`config.mk`:
```
export PLATFORM = sky130hd
export DESIGN_NAME = ahb_master_arbiter
export DESIGN_NICKNAME = d
export VERILOG_FILES = /design/src/rtl/ahb_master_arbiter.sv
export SDC_FILE = /design/constraint.sdc
export NUM_CORES = 1
export LEC_CHECK = 0
export BUFFER_PORTS_ARGS = -buffer_cell sky130_fd_sc_hd__clkbuf_2
export CAP_MARGIN = 20
export CELL_PAD_IN_SITES_DETAIL_PLACEMENT = 0
export CELL_PAD_IN_SITES_GLOBAL_PLACEMENT = 2
export CORE_MARGIN = 10
export CORE_UTILIZATION = 29
export DETAILED_ROUTE_END_ITERATION = 16
export PLACE_DENSITY_LB_ADDON = 0.08
export SETUP_SLACK_MARGIN = 0.1
export SLEW_MARGIN = 0
export SYNTH_ARGS = -nofsm -noshare
export SYNTH_HDL_FRONTEND = slang
export SYNTH_SLANG_ARGS = --single-unit
```
`constraint.sdc`:
```
create_clock -name clk -period 2.3 [get_ports clk]
set_input_delay 0.115 -clock clk [delete_from_list [all_inputs] [get_ports clk]]
set_output_delay 0.115 -clock clk [all_outputs]
set_load 0.02 [all_outputs]
```
`src/rtl/ahb_master_arbiter.sv`:
```
// Round-robin AHB bus arbiter that never breaks a fixed burst or a locked
// sequence, tracks the data-phase owner and parks on a default master.
module ahb_master_arbiter #(
    parameter  int NUM_MASTERS = 3,
    parameter  int PARK_MASTER = 0,
    localparam int MST_W       = $clog2(NUM_MASTERS)
) (
    input  logic                   clk,
    input  logic                   rst_n,
    input  logic [NUM_MASTERS-1:0] req_i,
    input  logic [NUM_MASTERS-1:0] lock_i,
    input  logic [1:0]             htrans_i,
    input  logic [2:0]             hburst_i,
    input  logic                   hready_i,
    output logic [NUM_MASTERS-1:0] grant_o,
    output logic [MST_W-1:0]       addr_owner_o,
    output logic [MST_W-1:0]       data_owner_o,
    output logic                   locked_o,
    output logic                   burst_active_o
);

    localparam logic [1:0] HT_IDLE   = 2'b00;
    localparam logic [1:0] HT_NONSEQ = 2'b10;
    localparam logic [1:0] HT_SEQ    = 2'b11;

    localparam logic [2:0] HB_SINGLE = 3'b000;
    localparam logic [2:0] HB_INCR   = 3'b001;

    localparam logic [MST_W-1:0] PARK = MST_W'(PARK_MASTER);

    logic [MST_W-1:0] addr_owner_q, addr_owner_d;
    logic [MST_W-1:0] data_owner_q, data_owner_d;
    logic [MST_W-1:0] rr_ptr_q, rr_ptr_d;
    logic [3:0]       cnt_q, cnt_d;
    logic             locked_q, locked_d;

    logic             is_nonseq;
    logic             is_seq;
    logic             owner_lock;
    logic             owner_req;
    logic             arb_point;
    logic             found;
    logic [MST_W-1:0] winner;

    assign is_nonseq  = (htrans_i == HT_NONSEQ);
    assign is_seq     = (htrans_i == HT_SEQ);
    assign owner_lock = lock_i[addr_owner_q];
    assign owner_req  = req_i[addr_owner_q];

    // BUSY never qualifies; INCR bursts end when the owner stops requesting
    always_comb begin
        arb_point = 1'b0;
        if (hready_i && !owner_lock) begin
            arb_point = (htrans_i == HT_IDLE)
                     || (is_nonseq && hburst_i == HB_SINGLE)
                     || (is_seq && cnt_q == 4'd1)
                     || ((is_nonseq || is_seq) && hburst_i == HB_INCR
                         && !owner_req);
        end
    end

    always_comb begin
        int unsigned      idx;
        logic [MST_W-1:0] idx_w;
        found  = 1'b0;
        winner = PARK;
        idx    = 0;
        idx_w  = '0;
        for (int unsigned i = 1; i <= NUM_MASTERS; i++) begin
            idx   = (int'(rr_ptr_q) + i) % NUM_MASTERS;
            idx_w = MST_W'(idx);
            if (!found && req_i[idx_w]) begin
                found  = 1'b1;
                winner = idx_w;
            end
        end
    end

    always_comb begin
        addr_owner_d = addr_owner_q;
        data_owner_d = data_owner_q;
        rr_ptr_d     = rr_ptr_q;
        cnt_d        = cnt_q;
        locked_d     = locked_q;
        if (hready_i) begin
            data_owner_d = addr_owner_q;
            locked_d     = owner_lock;
            if (is_nonseq) begin
                unique case (hburst_i[2:1])
                    2'b00:   cnt_d = 4'd0;
                    2'b01:   cnt_d = 4'd3;
                    2'b10:   cnt_d = 4'd7;
                    default: cnt_d = 4'd15;
                endcase
            end else if (is_seq && cnt_q != 4'd0) begin
                cnt_d = cnt_q - 4'd1;
            end
            if (arb_point) begin
                addr_owner_d = winner;
                if (found) begin
                    rr_ptr_d = winner;
                end
            end
        end
    end

    always_ff @(posedge clk or negedge rst_n) begin
        if (!rst_n) begin
            addr_owner_q <= PARK;
            data_owner_q <= PARK;
            rr_ptr_q     <= PARK;
            cnt_q        <= 4'd0;
            locked_q     <= 1'b0;
        end else begin
            addr_owner_q <= addr_owner_d;
            data_owner_q <= data_owner_d;
            rr_ptr_q     <= rr_ptr_d;
            cnt_q        <= cnt_d;
            locked_q     <= locked_d;
        end
    end

    // Grant is decoded from the owner index so it is one-hot by construction
    always_comb begin
        grant_o               = '0;
        grant_o[addr_owner_q] = 1'b1;
    end

    assign addr_owner_o   = addr_owner_q;
    assign data_owner_o   = data_owner_q;
    assign locked_o       = locked_q;
    assign burst_active_o = (cnt_q != 4'd0);

endmodule

```
==> reports/results.tsv <==
metric	value	unit
initial_utilization	30.3	%
tightestPinTransition	0.630	ns
whs	0.170	ns
cp_cell_sequence	inv_1 > ha_1 > a22o_1 > a211o_1 > a211oi_1 > a21oi_1 > o22a_1	
dp_cells	148	
reg2regPathDepth	7	
tns	0	ns
cts_buffers	3	
antennaDiodeCount	0	
crit_arrival	2.06	ns
yosysSeqAreaShare	33.2	%
powerDensity	1220	mW/mm²
finish.utilization	36.7	%
grt_pass1_vias	819	
grt_max_degree	12	
rsz0062_at_grt	no	
yosys.cell_types.count	31	
preCtsSetupSlack	0.427	ns
antenna_found_initial	0	
row_count	19	
port_buffers	22	
cp_max_fo	8	
ant_nets	0	
cts_sinks	11	
yosys_warnings	0	
maxCapViolations	0	
drt_iter0_markers	43	
syn_avg_cell_area	8.54	µm²
dieArea	0.00539	mm²
finalCriticalPeriod	1.90	ns
final.setup.worst_slack	0.397	ns
coreArea	0.00273	mm²
multi_input_area	514	µm²
cp_slowest_cell	dfrtp_1	
fillers	298	
cts_tree	built	
cts_root_buf	clkbuf_4	
postPlaceCellArea	965	µm²
start_kind	flop	
ir_drop	639	µV
power_leakage	0.473	nW
htreeDepth	1	
design_power_total	1.22	mW
die_width	73.4	µm
seqCellArea	275	µm²
overflow	0	
final_nets	142	
mappedNetlistNets	116	
ys_ff_latch	11	
routed_wl	2.20	mm
rrSetupSlack	0.40	ns
outcome	complete, no violations	
worstPathRequired	2.46	ns
boundaryPins	23	
crit_path_end_kind	flop	
drive_gt1_share	25.4	%
criticalPathCategory	flop to flop	
place_congestion	0.771	
setup_viol	0	
postLayoutCellArea	0.00100	mm²
hold_violations	0	
via_count	790	
avgViaCountPerCell	5.16	
grt_pass1_wl	3.73	mm
worst_r2r_endpoint	rr_ptr_q[0]	
reg2reg_from	rr_ptr_q[0]	
dieHeight	73.4	µm
finalNonFillerCells	153	
syn-cell-area	828	µm²
synthesis.instances	97	
fin_crit_sh	82.8	%
track_usage	8.67	%
relSlewSlack	57.8	%
crit_end	rr_ptr_q[0]	
clk_latency	0.27	ns
max_freq	525	MHz
drt_pre_antenna_iters	4	
critPathLaunch	rr_ptr_q[0]	
dp_hpwl	1.78	mm
hold_class	input pin to flop	
finClkSkew	0.00229	ns
max_stage_delay	0.39	ns
clk_path_buf_depth	2	
cts.clk_slew.worst_paths	0.07	ns
cts_resized	0	
area_growth	21.0	%
post-route-drc-count	0	
routedWlPerCell	14.4	µm
report.final.slew_viol_count	0	
cells in the mapped netlist, drive strengths merged:
master | number | area [µm²]
a211o | 1 | 8.76
a211oi | 1 | 7.51
a21o | 1 | 7.51
a21oi | 14 | 70.1
a22o | 1 | 8.76
a31oi | 2 | 12.5
and2 | 1 | 8.76
buf | 2 | 12.5
dfrtp | 11 | 275
ha | 5 | 62.6
inv | 7 | 26.3
mux2 | 3 | 33.8
mux2i | 3 | 30.0
nand2 | 10 | 37.5
nand2b | 4 | 25.0
nand3 | 2 | 10.0
nand3b | 2 | 15.0
nor2 | 2 | 7.51
nor2b | 3 | 18.8
nor3 | 4 | 20.0
nor4bb | 2 | 20.0
o211ai | 3 | 22.5
o21a | 1 | 7.51
o21ai | 6 | 30.0
o22a | 2 | 17.5
o22ai | 1 | 6.26
o31ai | 1 | 12.5
or2 | 1 | 6.26
or2b | 1 | 7.51
layout make-up:
cell class              instances  area share, %
clock buffers                   3           2.25
multi-input cells              77           51.3
well taps                      31           3.87
repair buffers                 23           12.0
inverters                       7           2.62
clock inverters                 1          0.499
flip-flops and latches         11           27.5
critical path, delay by kind of cell, from the launching register on:
kind	cells	cell delay [ns]
AOI/OAI and AO/OA	5	1.06
adders and majority gates	1	0.28
buffers and inverters	1	0.06
DFF	1	0.39
how the worst min path moves through the flow:
stage / startpoint / to / slack [ns] / cells after the start
after floorplan: rst_n / addr_owner_o[0] / -0.18 / 0
after global placement: rst_n / cnt_q[3] / 0.02 / 1
after detailed placement: rst_n / cnt_q[3] / 0.02 / 1
after CTS: hready_i / locked_o / 0.16 / 2
after global routing: hready_i / locked_o / 0.16 / 2
final: hready_i / locked_o / 0.17 / 2
kinds of logic after synthesis:
| family | after synthesis | synth area share, % |
|---|---|---|
| mux | 6 | 7.70 |
| buf+inv | 9 | 4.68 |
| fa+ha+maj | 5 | 7.55 |
| compound gates | 34 | 25.5 |
| simple gates | 32 | 21.3 |
| flops | 11 | 33.2 |
layout by cell type (no fill, tap or decap), types with 2 or more instances in the layout:
master     n
o21ai_0    4
o21ai_1    2
o211ai_1   3
nor4bb_1   2
mux2i_1    3
nor2_1     2
nand3_1    2
a31oi_1    2
mux2_2     3
a21oi_1   14
dfrtp_1   11
nand2_1   10
ha_1       5
nand3b_1   2
nand2b_1   4
o22a_1     2
clkbuf_2  22
nor3_1     4
clkbuf_4   3
nor2b_1    3
inv_1      7
layer usage:
metal  share of wire, %  vias up  routed length [µm]  track usage, %
met5                  0        -                   0               0
met4               0.91        0                  20            3.11
met3                5.8        2                 128            3.63
met2                 50       18                1110            14.9
met1                 43      370                 939            9.25
li1                   -      400                   -               -
registers in the layout, indices dropped and copies added (netlist names):
name,cells
cnt_q,4
data_owner_o,2
rr_ptr_q,2
addr_owner_o,2
locked_o,1
report_power, final:
part / switching [mW] / leakage (nW) / internal (mW)
Clock: 0.0695 / 0.0177 / 0.0644
Combinational: 0.406 / 0.320 / 0.300
Sequential: 0.103 / 0.135 / 0.277
Total: 0.579 / 0.473 / 0.642
what timing repair did:
| item | in CTS | in global routing |
|---|---|---|
| buffers inserted | 0 | 0 |
| hold buffers | 1 | 0 |
| hold endpoints to repair | 11 | 0 |
(Power assumes the default switching activity.)
